File: src/rtl/pio_cmd_responder.sv
// pio_cmd_responder: board-side responder for an 8-bit PIO pair.
// The CPU toggles pio_out[7] to issue a command. After a programmable delay
// the command executes and pio_in[7] echoes the toggle as the acknowledge.
// Commands drive an 8-bit LED register and a small 5-bit-wide byte FIFO.
module pio_cmd_responder #(
  parameter int FIFO_DEPTH = 8,
  parameter int RESP_DELAY = 4
) (
  input  logic       clk_clk,
  input  logic       reset_reset_n,
  input  logic [7:0] pio_out,
  output logic [7:0] pio_in,
  output logic [7:0] led,
  output logic       busy
);

  localparam int         PTR_W   = (FIFO_DEPTH > 1) ? $clog2(FIFO_DEPTH) : 1;
  localparam logic [3:0] DEPTH_C = 4'(FIFO_DEPTH);
  localparam logic [7:0] DELAY_C = 8'(RESP_DELAY);

  localparam logic [1:0] OP_SETLED = 2'b00;
  localparam logic [1:0] OP_PUSH   = 2'b01;
  localparam logic [1:0] OP_POP    = 2'b10;
  localparam logic [1:0] OP_STATUS = 2'b11;

  typedef enum logic [1:0] {
    ST_IDLE = 2'b00,
    ST_WAIT = 2'b01,
    ST_EXEC = 2'b10
  } state_t;

  state_t             state_q, state_d;
  logic [7:0]         req_q;
  logic [7:0]         cmd_q, cmd_d;
  logic [7:0]         cnt_q, cnt_d;
  logic [7:0]         pio_in_q, pio_in_d;
  logic [7:0]         led_q, led_d;
  logic               busy_q, busy_d;
  logic [PTR_W-1:0]   wr_ptr_q, wr_ptr_d;
  logic [PTR_W-1:0]   rd_ptr_q, rd_ptr_d;
  logic [3:0]         count_q, count_d;

  // FIFO storage; deliberately not reset, occupancy is tracked by count_q
  logic [4:0]         mem [FIFO_DEPTH];
  logic               wr_en;
  logic [4:0]         head;
  logic               fifo_full;
  logic               fifo_empty;
  logic               rsp_err;
  logic [5:0]         rsp_data;
  logic [4:0]         arg;

  assign fifo_full  = (count_q == DEPTH_C);
  assign fifo_empty = (count_q == 4'd0);
  assign head       = mem[rd_ptr_q];
  assign arg        = cmd_q[4:0];

  // Next-state and command execution logic
  always_comb begin
    state_d  = state_q;
    cmd_d    = cmd_q;
    cnt_d    = cnt_q;
    pio_in_d = pio_in_q;
    led_d    = led_q;
    busy_d   = busy_q;
    wr_ptr_d = wr_ptr_q;
    rd_ptr_d = rd_ptr_q;
    count_d  = count_q;
    wr_en    = 1'b0;
    rsp_err  = 1'b0;
    rsp_data = 6'd0;

    case (state_q)
      ST_IDLE: begin
        // A toggle mismatch against the last ack is a new request
        if (req_q[7] != pio_in_q[7]) begin
          cmd_d   = req_q;
          cnt_d   = DELAY_C;
          busy_d  = 1'b1;
          state_d = ST_WAIT;
        end
      end

      ST_WAIT: begin
        if (cnt_q == 8'd0) begin
          state_d = ST_EXEC;
        end else begin
          cnt_d = cnt_q - 8'd1;
        end
      end

      ST_EXEC: begin
        case (cmd_q[6:5])
          OP_SETLED: begin
            led_d    = {3'b000, arg};
            rsp_data = {1'b0, arg};
          end
          OP_PUSH: begin
            if (!fifo_full) begin
              wr_en    = 1'b1;
              wr_ptr_d = wr_ptr_q + PTR_W'(1);
              count_d  = count_q + 4'd1;
              rsp_data = {2'b00, count_q + 4'd1};
            end else begin
              rsp_err  = 1'b1;
              rsp_data = {2'b00, count_q};
            end
          end
          OP_POP: begin
            if (!fifo_empty) begin
              rsp_data = {1'b0, head};
              rd_ptr_d = rd_ptr_q + PTR_W'(1);
              count_d  = count_q - 4'd1;
            end else begin
              rsp_err  = 1'b1;
              rsp_data = 6'd0;
            end
          end
          OP_STATUS: begin
            rsp_data = {fifo_full, fifo_empty, count_q};
          end
          default: begin
            rsp_data = 6'd0;
          end
        endcase
        pio_in_d = {cmd_q[7], rsp_err, rsp_data};
        busy_d   = 1'b0;
        state_d  = ST_IDLE;
      end

      default: begin
        state_d = ST_IDLE;
        busy_d  = 1'b0;
      end
    endcase
  end

  // Control state, registered outputs and input synchroniser stage
  always_ff @(posedge clk_clk or negedge reset_reset_n) begin
    if (!reset_reset_n) begin
      state_q  <= ST_IDLE;
      req_q    <= 8'd0;
      cmd_q    <= 8'd0;
      cnt_q    <= 8'd0;
      pio_in_q <= 8'd0;
      led_q    <= 8'd0;
      busy_q   <= 1'b0;
      wr_ptr_q <= '0;
      rd_ptr_q <= '0;
      count_q  <= 4'd0;
    end else begin
      state_q  <= state_d;
      req_q    <= pio_out;
      cmd_q    <= cmd_d;
      cnt_q    <= cnt_d;
      pio_in_q <= pio_in_d;
      led_q    <= led_d;
      busy_q   <= busy_d;
      wr_ptr_q <= wr_ptr_d;
      rd_ptr_q <= rd_ptr_d;
      count_q  <= count_d;
    end
  end

  // FIFO write port
  always_ff @(posedge clk_clk) begin
    if (wr_en) begin
      mem[wr_ptr_q] <= arg;
    end
  end

  assign pio_in = pio_in_q;
  assign led    = led_q;
  assign busy   = busy_q;

endmodule

File: config.mk
export PLATFORM = sky130hd
export DESIGN_NAME = pio_cmd_responder
export DESIGN_NICKNAME = d
export VERILOG_FILES = /design/src/rtl/pio_cmd_responder.sv
export SDC_FILE = /design/constraint.sdc
export NUM_CORES = 1
export LEC_CHECK = 0
export ABC_AREA = 1
export BUFFER_PORTS_ARGS = -buffer_cell sky130_fd_sc_hd__buf_4
export CORE_ASPECT_RATIO = 0.75
export CORE_MARGIN = 1
export CORE_UTILIZATION = 65
export DETAILED_ROUTE_END_ITERATION = 7
export PLACE_DENSITY = 0.84
export SLEW_MARGIN = 20
export SYNTH_ARGS = -nofsm -noshare
export SYNTH_HDL_FRONTEND = slang
export SYNTH_SLANG_ARGS = --single-unit
export TNS_END_PERCENT = 1
File: constraint.sdc
create_clock -name clk_clk -period 3.7 [get_ports clk_clk]
set_input_delay 0.555 -clock clk_clk [delete_from_list [all_inputs] [get_ports clk_clk]]
set_output_delay 0.555 -clock clk_clk [all_outputs]
set_load 0.05 [all_outputs]
Word level (Yosys, flattened, before mapping) --
Memory sizes are Yosys's and may differ from the RTL's. Cells that the tools add are included.
Word-level totals: flip-flop bits (word level) 50, bits in writable memories 40, input bits 10, output and inout port bits 17, logic and storage cells 67, memories 1
Operators by class: add/sub/neg operators 5, equal/unequal tests 12, multiplexer cells 22, bitwise gates (word level) 3, reduce and logical (&&, ||, !) cells 14
Memory list:
- mem | depth 8, bits a word 5, rd ports 1, clocked after Yosys merged registers in 0, wr ports 1, RTL line 44 | logic [4:0] mem [FIFO_DEPTH];
Operators with widths (count):
- $pmux 6 s4 | 1
- $mux 8 | 2
- $pmux 8 s2 | 1
- $mux 4 | 3
- $ne 2x2->1 const B | 5
- $reduce_and 3->1 | 3
- $logic_not 8->1 | 1
- $mux 1 | 8
- $pmux 4 s2 | 1
- $reduce_and 2->1 | 4
- $sub 8x1->8 const B | 1
- $add 3x1->3 const B | 2
- $eq 2x2->1 const B | 3
- $mux 5 | 1
- $add 4x1->4 const B | 1
- $eq 2x1->1 const B | 2
- $eq 4x4->1 const B | 1
- $logic_not 2->1 | 2
- $logic_not 4->1 | 1
- $mux 2 | 2
- $pmux 1 s2 | 2
- $pmux 2 s2 | 1
- $reduce_and 4->1 | 1
- $reduce_bool 2->1 | 2
- 3 further kinds | 5

Logic depth before layout (Yosys ltp) --
depth in word-level cells 6, gate-level depth with buffers 10, mapped depth without buffers 10

Worst setup path after synthesis --
OpenSTA, ideal clock, no wires.
kind register to register, start point reg count_q[0], end point mem mem[0][0], enable pin, arrival time 1422 ps, data required time 3360 ps, setup slack 1938 ps, stages on the path, launching flop included 7, clock period less this slack 1762 ps, path through dfrtp_1 > inv_1 > ha_1 > nand3_2 > nand3_2 > or2_4 > nor2_1
Between the ends: cells in the longest elaborated chain, start to end 6
RTL lines:
- start: declaration | RTL line 41 | logic [3:0] count_q, count_d;
- start signal: assignment | RTL line 161 | count_q <= count_d;
- $eq 4x4->1 | RTL line 53 | assign fifo_full = (count_q == DEPTH_C);
- $mux 1 | RTL line 99 | if (!fifo_full) begin
- $mux 1 | RTL line 93 | case (cmd_q[6:5])
- $mux 1 | RTL line 73 | case (state_q)
- $mux 1 | RTL line 167 | if (wr_en) begin
- $mux 1 (not written as such) | RTL line 168 | mem[wr_ptr_q] <= arg;
- end: declaration | RTL line 44
Every way passes these cells.

Final worst setup path --
start point reg count_q[0], end point mem mem[7][0], enable pin
Same word-level chain as after synthesis.

==> results_dict.tcl <==
set metrics [dict create \
    status "finished clean" \
    postCtsSetupRepairBufs 0 \
    maxSlewViolCount 0 \
    finalNetCount 479 \
    p_switching_w 0.001472 \
    ys.flop_type "dfrtp_1" \
    cts_tree "yes" \
    fin_crit_sh_pct 57.33 \
    drt_iter0_drc 368 \
    arrival_ns 2.13 \
    worst_pin_slew_ns 0.7498 \
    placeableCoreArea_sq_um 5946 \
    grt_antenna_before_repair 0 \
    die-area_sq_um 6653 \
    synth_top_area_share_pct 30.42 \
    post-dp-hpwl_um 6012 \
    cp-start-kind "flip-flop" \
    die_h_um 70.89 \
    clock-sinks 90 \
    diodes 0 \
    io_buffers 23 \
    cts_buffers 9 \
    max_freq_ghz 0.4714 \
    hold_viol_final 0 \
    overflow 0 \
    min_period_ns 2.121 \
    dpl_cell_area_sq_um 4318 \
    clkPwrFrac_pct 20.6 \
    crit_type "reg -> reg" \
    combPwrFrac_pct 36.5 \
    gp_congestion 0.9058 \
    cp_max_fo 5 \
    cts_buffer_depth 2 \
    clk_pin_slew_ns 0.09 \
    critPathCaptureType "flip-flop" \
    switching_share_pct 41.45 \
    ant_nets 0 \
    fin_skew_ns 0.009056 \
    cts_hold_buf 0 \
    die_x_um 93.85 \
    yosysSeqAreaShare_pct 59.63 \
    clk_latency_ns 0.37 \
    sequentialPowerShare_pct 42.9 \
    required_ns 3.71 \
    start_util_pct 69.17 \
    drc_errors 0 \
    synth_edf_count 40 \
    totalWireLength_um 8514 \
    yosysWarnings 0 \
    fin_area_sq_um 4549 \
    drt_pass1_iterations 6 \
    htree_levels 3 \
    peakVddDrop_mv 0.5365 \
    syn_area_sq_um 4113 \
    synth_seq_cells 90 \
    async_flop_share_pct 55.56 \
    rsz0062_at_grt "no" \
    synth.area.top_cells "dfrtp_1 (30%), edfxtp_1 (29%), nand2_1 (11%), inv_1 (5.0%), nand3_1 (4.9%)" \
    grt_pass1_wl_um 13860 \
    yosysTopAreaCell "dfrtp_1" \
    vias 3004 \
    worstHoldPathType "in -> async" \
    yosysUniqueCellTypes 30 \
    cts_resized 0 \
    maxCapViolCount 0 \
    power_density_nw_per_um2 780.8 \
    slew_headroom_pct 50.01 \
    finalSetupViolCount 0 \
    vias_per_cell 5.553 \
    area_delta_synth_final_pct 10.62 \
    syn_area_per_cell_sq_um 9.476 \
    grt_pass1_vias 2832 \
    fin_setup_tns_ns 0 \
    ios 27 \
    internal_power_w 0.002080 \
    hold_ws_ns 0.2004 \
    root_buffer "clkbuf_8" \
    grt_usage_pct 28.81 \
    grt_max_degree 51 \
    final_layout_size_suffix_gt1_share_pct 12.10 \
    routedWlPerCell_um 15.74 \
    fp-row-count 24 \
    syn_inst 434 \
    cellLeakagePower_nw 2.171 \
]
worst max-delay path, stage by stage (launching register included):
cell and delay (ns):
dfrtp_1 0.43, inv_1 0.12, ha_1 0.29, nand3_2 0.15, nand3_2 0.12, inv_1 0.13, nand2_1 0.13, nor2_1 0.39
kinds of logic (layout without fill, tap and decap cells):
| family | count (synthesis) | after routing | synth area share, % |
|---|---|---|---|
| AO/OA/AOI/OAI | 40 | 40 | 5.203 |
| XOR/XNOR | 12 | 12 | 2.556 |
| adder cells (fa/ha/maj) | 11 | 11 | 3.346 |
| buffers and inverters | 71 | 98 | 7.149 |
| flip-flops | 90 | 90 | 59.63 |
| multiplexers | 1 | 1 | 0.2738 |
| other | 1 | 3 | 0.09118 |
| AND/OR/NAND/NOR | 208 | 208 | 21.75 |
cell usage after synthesis (5+ instances only):
master / count
nand2_1: 116
inv_1: 55
dfrtp_1: 50
edfxtp_1: 40
nand3_1: 40
nor2_1: 35
a21oi_1: 18
o21ai_0: 12
ha_1: 11
xor2_1: 9
nand2_2: 5
flip-flops by register name, summed over array words and instances (netlist names):
name      count
req_q         8
cmd_q         8
count_q       4
led           5
pio_in        8
busy          1
state_q       2
wr_ptr_q      3
mem          40
cnt_q         8
rd_ptr_q      3
through the flow:
stage	worst slack, ns	std cells	total power (W)	util [%]
3_3_place_gp	1.744	525	0.002754	72.62
4_1_cts	1.596	541	0.003549	76.52
5_1_grt	1.402	541	0.003752	76.52
3_5_place_dp	1.615	525	0.002813	72.62
2_1_floorplan	1.938	436	0.002435	-
6_report	1.579	541	0.003552	76.52
power by group through the flow:
stage          Combinational [W]  Sequential (W)  Clock, W
3_5_place_dp             0.00127         0.00154         0
6_report                 0.00130         0.00152  0.000732
5_1_grt                  0.00143         0.00155  0.000775
3_3_place_gp             0.00122         0.00153         0
4_1_cts                  0.00128         0.00152  0.000743
2_1_floorplan           0.000798         0.00164         0
final cells by class:
class | instances | area (sq um)
clock buffer | 11 | 173.9
clock inverter | 5 | 57.56
fill | 389 | 1396
inverter | 59 | 221.5
multi-input combinational | 275 | 1374
sequential | 90 | 2452
tap | 78 | 97.59
timing repair buffer | 23 | 172.7
layer usage:
layer / wire length (um) / vias to the layer above / GRT usage, %
met2: 3919 / 123 / 41.85
met3: 659 / 21 / 8.280
met1: 3761 / 1432 / 42.28
li1: - / 1428 / -
met4: 174 / 0 / 9.744
met5: 0 / - / 0
cell usage in the layout, fill, tap and decap left out, drive strengths merged, types with 2 or more instances in the layout:
cell	netlist	final
edfxtp	40	40
conb	1	3
a21oi	18	18
dfrtp	50	50
nand2	121	121
ha	11	11
clkbuf	3	11
xnor2	3	3
nand4	3	3
nor2	38	38
xor2	9	9
nand3	43	43
nor3	2	2
clkinv	0	4
inv	59	59
o21ai	16	16
o211ai	3	3
buf	9	23
final timing paths:
path	from	to	slack (ns)	cells past startpoint
worst max register to register	count_q[0]	mem[7][0]	1.58	7
worst max-delay path	count_q[0]	mem[7][0]	1.58	7
worst min-delay path	reset_reset_n	rd_ptr_q[2]	0.20	1
worst min register to register	cmd_q[7]	pio_in[7]	0.49	2
min in group clk_clk	pio_out[7]	req_q[7]	0.29	1
max in group asynchronous	reset_reset_n	wr_ptr_q[2]	3.05	1
Power figures use the tool's default switching activity.
